<file path="src/rtl/cordic_pkg.sv">
`default_nettype none
// ============================================================================
//  Module      : cordic_pkg
//  Description : Shared constants, types and float32 <-> fixed-point helpers
//                for the streaming CORDIC cosine unit.
//                ATAN_TABLE and CORDIC_K are Q2.30; narrower datapaths take
//                the top DATA_W bits.
//  Revision    : 1.0 - initial release
// ============================================================================
package cordic_pkg;

    // atan(2^-i) in Q2.30, truncated.
    localparam logic [31:0] ATAN_TABLE [0:31] = '{
        32'h3243F6A8, 32'h1DAC6705, 32'h0FADBAFC, 32'h07F56EA6,
        32'h03FEAB76, 32'h01FFD55B, 32'h00FFFAAA, 32'h007FFF55,
        32'h003FFFEA, 32'h001FFFFD, 32'h000FFFFF, 32'h0007FFFF,
        32'h0003FFFF, 32'h0001FFFF, 32'h0000FFFF, 32'h00007FFF,
        32'h00003FFF, 32'h00001FFF, 32'h00000FFF, 32'h000007FF,
        32'h000003FF, 32'h000001FF, 32'h000000FF, 32'h0000007F,
        32'h0000003F, 32'h0000001F, 32'h0000000F, 32'h00000007,
        32'h00000003, 32'h00000001, 32'h00000000, 32'h00000000
    };

    // CORDIC gain compensation 0.6072529350 in Q2.30.
    localparam logic [31:0] CORDIC_K = 32'h26DD3B6A;

    typedef struct packed {
        logic        sign;
        logic [7:0]  exp;
        logic [22:0] mant;
    } float32_t;

    // Angle needs clamping: |x| > 1.0, Inf or NaN (exp > 127 covers exp==255).
    function automatic logic f32_out_of_range(input logic [31:0] f);
        float32_t fv;
        fv = f;
        return (fv.exp > 8'd127) || ((fv.exp == 8'd127) && (fv.mant != 23'd0));
    endfunction

    // float32 -> two's complement Q2.frac_w, right-aligned in 32 bits.
    // Magnitude is truncated before the sign is applied so that negative
    // values also round toward zero.
    function automatic logic [31:0] f32_to_fix(input logic [31:0] f, input int frac_w);
        float32_t    fv;
        logic [31:0] mag;
        logic        neg;
        fv  = f;
        neg = fv.sign;
        mag = 32'd0;
        if (fv.exp == 8'd0) begin
            mag = 32'd0;
        end else if (f32_out_of_range(f)) begin
            mag = 32'h4000_0000;
            if ((fv.exp == 8'hFF) && (fv.mant != 23'd0)) begin
                neg = 1'b0;
            end
        end else begin
            mag = {2'b01, fv.mant, 7'b0} >> (8'd127 - fv.exp);
        end
        mag = mag >> (30 - frac_w);
        return neg ? (~mag + 32'd1) : mag;
    endfunction

    // Two's complement Q2.frac_w (sign-extended to 32 bits) -> float32.
    // Leading-one priority encoder, mantissa truncated, zero gives +0.0.
    function automatic float32_t fix_to_f32(input logic [31:0] v, input int frac_w);
        float32_t    r;
        logic [31:0] mag;
        logic [4:0]  lead;
        r    = '0;
        mag  = v[31] ? (~v + 32'd1) : v;
        lead = 5'd0;
        for (int k = 0; k < 32; k++) begin
            if (mag[k]) begin
                lead = 5'(k);
            end
        end
        if (mag != 32'd0) begin
            r.sign = v[31];
            r.exp  = 8'(127 + int'(lead) - frac_w);
            r.mant = 23'((mag << (5'd31 - lead)) >> 8);
        end
        return r;
    endfunction

endpackage
`default_nettype wire

</file>
<file path="src/rtl/cordic_iter.sv">
`default_nettype none
// ============================================================================
//  Module      : cordic_iter
//  Description : One combinational CORDIC micro-rotation (rotation mode).
//                d = sign of z; x -= d*(y>>>SHIFT); y += d*(x>>>SHIFT);
//                z -= d*atan(2^-SHIFT).
//  Ports       : i_x/i_y/i_z  current vector and residual angle, Q2.(DATA_W-2)
//                o_x/o_y/o_z  rotated vector and updated residual angle
//  Revision    : 1.0 - initial release
// ============================================================================
module cordic_iter
    import cordic_pkg::*;
#(
    parameter int DATA_W = 22,
    parameter int SHIFT  = 0
) (
    input  logic signed [DATA_W-1:0] i_x,
    input  logic signed [DATA_W-1:0] i_y,
    input  logic signed [DATA_W-1:0] i_z,
    output logic signed [DATA_W-1:0] o_x,
    output logic signed [DATA_W-1:0] o_y,
    output logic signed [DATA_W-1:0] o_z
);

    localparam logic signed [DATA_W-1:0] c_ATAN = ATAN_TABLE[SHIFT][31 -: DATA_W];

    logic signed [DATA_W-1:0] w_xs;
    logic signed [DATA_W-1:0] w_ys;
    logic                     w_dpos;

    assign w_xs   = i_x >>> SHIFT;
    assign w_ys   = i_y >>> SHIFT;
    assign w_dpos = ~i_z[DATA_W-1];

    assign o_x = w_dpos ? (i_x - w_ys)   : (i_x + w_ys);
    assign o_y = w_dpos ? (i_y + w_xs)   : (i_y - w_xs);
    assign o_z = w_dpos ? (i_z - c_ATAN) : (i_z + c_ATAN);

endmodule
`default_nettype wire

</file>
<file path="src/rtl/cordic_cos_pipe.sv">
`default_nettype none
// ============================================================================
//  Module      : cordic_cos_pipe
//  Description : Streaming float32 CORDIC cosine with valid/ready handshake,
//                full-pipeline stall, sideband tag and range flag.
//                Latency 2 + NUM_STAGES/REG_EVERY cycles.
//  Ports       : clk, reset (sync, active high)
//                in_valid/in_ready/float_in/tag_in      input stream
//                out_valid/out_ready/float_out/tag_out  output stream
//                range_err  input was clamped (|x|>1.0, Inf, NaN)
//                sin_out    float32 of final y (only with CORDIC_SINE_OUT_EN)
//  Config      : `define CORDIC_SINE_OUT_EN adds the sin_out port.
//  Revision    : 1.0 - initial release
// ============================================================================
module cordic_cos_pipe
    import cordic_pkg::*;
#(
    parameter int NUM_STAGES = 16,
    parameter int DATA_W     = 22,
    parameter int REG_EVERY  = 1,
    parameter int TAG_W      = 4
) (
    input  logic             clk,
    input  logic             reset,
    input  logic             in_valid,
    output logic             in_ready,
    input  logic [31:0]      float_in,
    input  logic [TAG_W-1:0] tag_in,
    output logic             out_valid,
    input  logic             out_ready,
    output logic [31:0]      float_out,
    output logic [TAG_W-1:0] tag_out,
`ifdef CORDIC_SINE_OUT_EN
    output logic [31:0]      sin_out,
`endif
    output logic             range_err
);

    localparam int c_NREG = NUM_STAGES / REG_EVERY;

    // K rounded to nearest at DATA_W bits.
    localparam logic [63:0]              c_K_HALF = (64'd1 << (32 - DATA_W)) >> 1;
    localparam logic [31:0]              c_K_RND  = 32'(64'(CORDIC_K) + c_K_HALF);
    localparam logic signed [DATA_W-1:0] c_K      = c_K_RND[31 -: DATA_W];

    // Single enable: the whole pipe advances only when the output slot frees.
    logic w_en;
    assign w_en     = !out_valid || out_ready;
    assign in_ready = w_en;

    // Register stage 0 holds the converted angle; stage s (1..c_NREG) holds
    // the result after s*REG_EVERY micro-rotations.
    logic signed [DATA_W-1:0] r_x   [0:c_NREG];
    logic signed [DATA_W-1:0] r_y   [0:c_NREG];
    logic signed [DATA_W-1:0] r_z   [0:c_NREG];
    logic                     r_v   [0:c_NREG];
    logic [TAG_W-1:0]         r_tag [0:c_NREG];
    logic                     r_err [0:c_NREG];

    logic signed [DATA_W-1:0] w_xi [0:NUM_STAGES-1];
    logic signed [DATA_W-1:0] w_yi [0:NUM_STAGES-1];
    logic signed [DATA_W-1:0] w_zi [0:NUM_STAGES-1];
    logic signed [DATA_W-1:0] w_xo [0:NUM_STAGES-1];
    logic signed [DATA_W-1:0] w_yo [0:NUM_STAGES-1];
    logic signed [DATA_W-1:0] w_zo [0:NUM_STAGES-1];

    generate
        for (genvar g = 0; g < NUM_STAGES; g++) begin : g_iter
            if ((g % REG_EVERY) == 0) begin : g_from_reg
                assign w_xi[g] = r_x[g / REG_EVERY];
                assign w_yi[g] = r_y[g / REG_EVERY];
                assign w_zi[g] = r_z[g / REG_EVERY];
            end else begin : g_from_comb
                assign w_xi[g] = w_xo[g-1];
                assign w_yi[g] = w_yo[g-1];
                assign w_zi[g] = w_zo[g-1];
            end

            cordic_iter #(
                .DATA_W (DATA_W),
                .SHIFT  (g)
            ) u_iter (
                .i_x (w_xi[g]),
                .i_y (w_yi[g]),
                .i_z (w_zi[g]),
                .o_x (w_xo[g]),
                .o_y (w_yo[g]),
                .o_z (w_zo[g])
            );
        end
    endgenerate

    // Valid bits: the only pipeline state that needs clearing on reset.
    always_ff @(posedge clk) begin
        if (reset) begin
            for (int s = 0; s <= c_NREG; s++) begin
                r_v[s] <= 1'b0;
            end
        end else if (w_en) begin
            r_v[0] <= in_valid;
            for (int s = 1; s <= c_NREG; s++) begin
                r_v[s] <= r_v[s-1];
            end
        end
    end

    // Datapath registers; contents behind a clear valid bit are don't-care.
    always_ff @(posedge clk) begin
        if (w_en) begin
            r_x[0]   <= c_K;
            r_y[0]   <= '0;
            r_z[0]   <= DATA_W'(f32_to_fix(float_in, DATA_W - 2));
            r_tag[0] <= tag_in;
            r_err[0] <= f32_out_of_range(float_in);
            for (int s = 1; s <= c_NREG; s++) begin
                r_x[s]   <= w_xo[s*REG_EVERY - 1];
                r_y[s]   <= w_yo[s*REG_EVERY - 1];
                r_z[s]   <= w_zo[s*REG_EVERY - 1];
                r_tag[s] <= r_tag[s-1];
                r_err[s] <= r_err[s-1];
            end
        end
    end

    // Output stage: fixed -> float.
    logic             r_ovalid;
    logic [31:0]      r_fout;
    logic [TAG_W-1:0] r_tagout;
    logic             r_rerr;
`ifdef CORDIC_SINE_OUT_EN
    logic [31:0]      r_sin;
`endif

    always_ff @(posedge clk) begin
        if (reset) begin
            r_ovalid <= 1'b0;
            r_fout   <= '0;
            r_tagout <= '0;
            r_rerr   <= 1'b0;
`ifdef CORDIC_SINE_OUT_EN
            r_sin    <= '0;
`endif
        end else if (w_en) begin
            r_ovalid <= r_v[c_NREG];
            r_fout   <= fix_to_f32(32'(r_x[c_NREG]), DATA_W - 2);
            r_tagout <= r_tag[c_NREG];
            r_rerr   <= r_err[c_NREG];
`ifdef CORDIC_SINE_OUT_EN
            r_sin    <= fix_to_f32(32'(r_y[c_NREG]), DATA_W - 2);
`endif
        end
    end

    assign out_valid = r_ovalid;
    assign float_out = r_fout;
    assign tag_out   = r_tagout;
    assign range_err = r_rerr;
`ifdef CORDIC_SINE_OUT_EN
    assign sin_out   = r_sin;
`endif

endmodule
`default_nettype wire

</file>
<file path="config.mk">
export PLATFORM = sky130hd
export DESIGN_NAME = cordic_cos_pipe
export DESIGN_NICKNAME = d
export VERILOG_FILES = /design/src/rtl/cordic_pkg.sv /design/src/rtl/cordic_iter.sv /design/src/rtl/cordic_cos_pipe.sv
export SDC_FILE = /design/constraint.sdc
export NUM_CORES = 2
export LEC_CHECK = 0
export CAP_MARGIN = 20
export CORE_ASPECT_RATIO = 1.5
export CORE_UTILIZATION = 62
export CTS_BUF_LIST = sky130_fd_sc_hd__clkbuf_8
export DETAILED_ROUTE_END_ITERATION = 16
export PLACE_DENSITY_LB_ADDON = 0.1
export SYNTH_ARGS = -nofsm -noshare
export SYNTH_HDL_FRONTEND = slang
export SYNTH_HIERARCHICAL = 1
export SYNTH_SLANG_ARGS = --single-unit
</file>
<file path="constraint.sdc">
create_clock -name clk -period 110.5 [get_ports clk]
set_clock_uncertainty 0.15 [all_clocks]
set_input_delay 33.15 -clock clk [delete_from_list [all_inputs] [get_ports clk]]
set_output_delay 33.15 -clock clk [all_outputs]
set_load 0.05 [all_outputs]
</file>
==> results.md <==
- Status: complete, no violations
- R2r worst-path depth: 8
- DRC violations left: 0
- Routed Wire Length: 263000 µm
- WP data arrival: 35.21 ns
- Critical path class: in -> out
- Relative slew slack: 23.5%
- CP endpoint kind: output pin
- Initial antenna violation count: 5
- Final Setup Violations: 0
- Total track usage: 32.1%
- Die span in x: 326 µm
- DRT Pass-1 Iters: 6
- Crit path max fanout: 64
- WP data required: 77.20 ns
- Setup Buffers After CTS: 0
- CTS tree: built
- Largest net degree at the start of global routing: 85
- Die area: 0.160 mm²
- IO Pins: 79
- Placeable Area: 0.157 mm²
- Deepest clock path buffer count: 3
- Gpl congestion: 0.994
- R2r endpoint: r_z[0][321]$_DFFE_PP_
- Fraction of layout cells with a size suffix above 1: 5.99%
- Initial Util: 62.4%
- Hold_buf cts: 0
- Post-CTS sizing: 0
- Final net count: 11500
- Tcrit/Tclk final: 62.0%
- Vias/cell: 6.32
- RSZ-0062 raised after global routing: no
- Chip height: 489 µm
- Yosys warns: 6
- Post-layout min period: 68.51 ns
- Fmax: 14.6 MHz
- CTS Buf Count: 173
- Worst Hold Class: reg -> reg
- Skew-Pair Late Insertion Delay: 0.94 ns
- HPWL Detailed: 208000 µm
- Congestion Overflow GR: 0
- Post-route ant nets: 0
- Setup crit start kind: input pin
- First-pass GRT wire length: 409000 µm
- Clk sink count: 1138
- Synthesized area per cell: 9.62 µm²
- IO buf count: 78
- Vias: 79500
- Worst Hold End: r_tag[16][3]$_DFFE_PP_
- Hold depth: 0
- Setup TNS: 0 ns
- Row count: 178
- CTS root buffer: clkbuf_8
- Worst hold start: r_tag[15][3]$_DFFE_PP_
- Worst slew pin tran: 1.12 ns
- Critical R2R Launch: out_valid$_SDFFE_PP0P_
- Gate count of the mapped netlist: 10200
- Max-cap violations: 0
- CTS H-tree depth: 4
- Fin. Hold Viols: 0
- Final-report max-slew violation count: 0
- Area growth syn-to-layout: 6.92%
- Wirelength per Cell: 20.9 µm
- Vias in the first global route: 79300
- DR iter-0 viols: 4717
- Synthesized area: 0.0979 mm²
- Clock slew at reported path FFs: 0.07 ns
- R2R Setup Slk: 105.30 ns
## cell usage in the layout, fill, tap and decap left out, types with 94 or more instances in the layout
cell type,instances
a21oi_1,1010
ha_1,1082
xnor2_1,726
nand3_1,206
a211oi_1,126
nand2b_1,124
nor3_1,212
o21ai_0,471
o21a_1,122
nand2_1,570
conb_1,132
inv_1,490
o21bai_1,94
a21o_1,396
mux2i_1,102
a31oi_1,136
and3_1,101
nand4_1,104
nor2_1,788
clkbuf_8,175
nor2b_1,114
xor2_1,432
edfxtp_1,1100
## state kept, by name (all words and copies together) (netlist names)
signal,count
float_out,32
out_valid,1
r_err,17
r_tag,68
r_v,17
r_x,352
r_y,315
r_z,331
range_err,1
tag_out,4
## routing by layer
layer	track usage [%]	vias to the layer above	routed length (µm)
met2	62.2	2217	141000
li1	-	38500	-
met4	24.6	0	21600
met3	3.82	932	9280
met1	30.4	37900	90700
met5	0	-	0
## how the worst max path moves through the flow
stage                    from       end
CTS                 out_ready  in_ready
floorplan           out_ready  in_ready
global placement    out_ready  in_ready
global route        out_ready  in_ready
detailed placement  out_ready  in_ready
finish              out_ready  in_ready
## worst max-delay path, stage by stage
cell	delay, ns
clkdlybuf4s50_1	0.46
nor2b_1	0.04
buf_4	0.19
inv_8	0.36
clkdlybuf4s50_1	0.97
## metrics by stage
| stage | area (µm²) | utilization (%) | cells | setup WS [ns] | hold slack, ns |
|---|---|---|---|---|---|
| finish | 105000 | 66.8 | 12600 | 41.99 | 0.266 |
| global route | 105000 | 66.8 | 12600 | 41.88 | 0.271 |
| CTS | 105000 | 66.7 | 12600 | 41.97 | 0.265 |
| detailed placement | 101000 | 64.4 | 12200 | 41.98 | 0.255 |
| global placement | 101000 | 64.4 | 12200 | 41.98 | 0.250 |
| floorplan | 98400 | - | 10300 | 23.84 | 0.250 |
## layout make-up
type / count / area [µm²]
multi-input cells: 8444 / 61700
fillers: 12700 / 52100
flip-flops and latches: 1138 / 33800
well taps: 2070 / 2590
clock buffers: 175 / 2410
inverters: 466 / 1760
clock inverters: 148 / 1220
repair buffers: 133 / 1210
diodes: 1 / 2.50
Power is left out: the tool's default activity adds up to more than one toggle a clock period on the data nets, which glitch-free logic cannot reach.
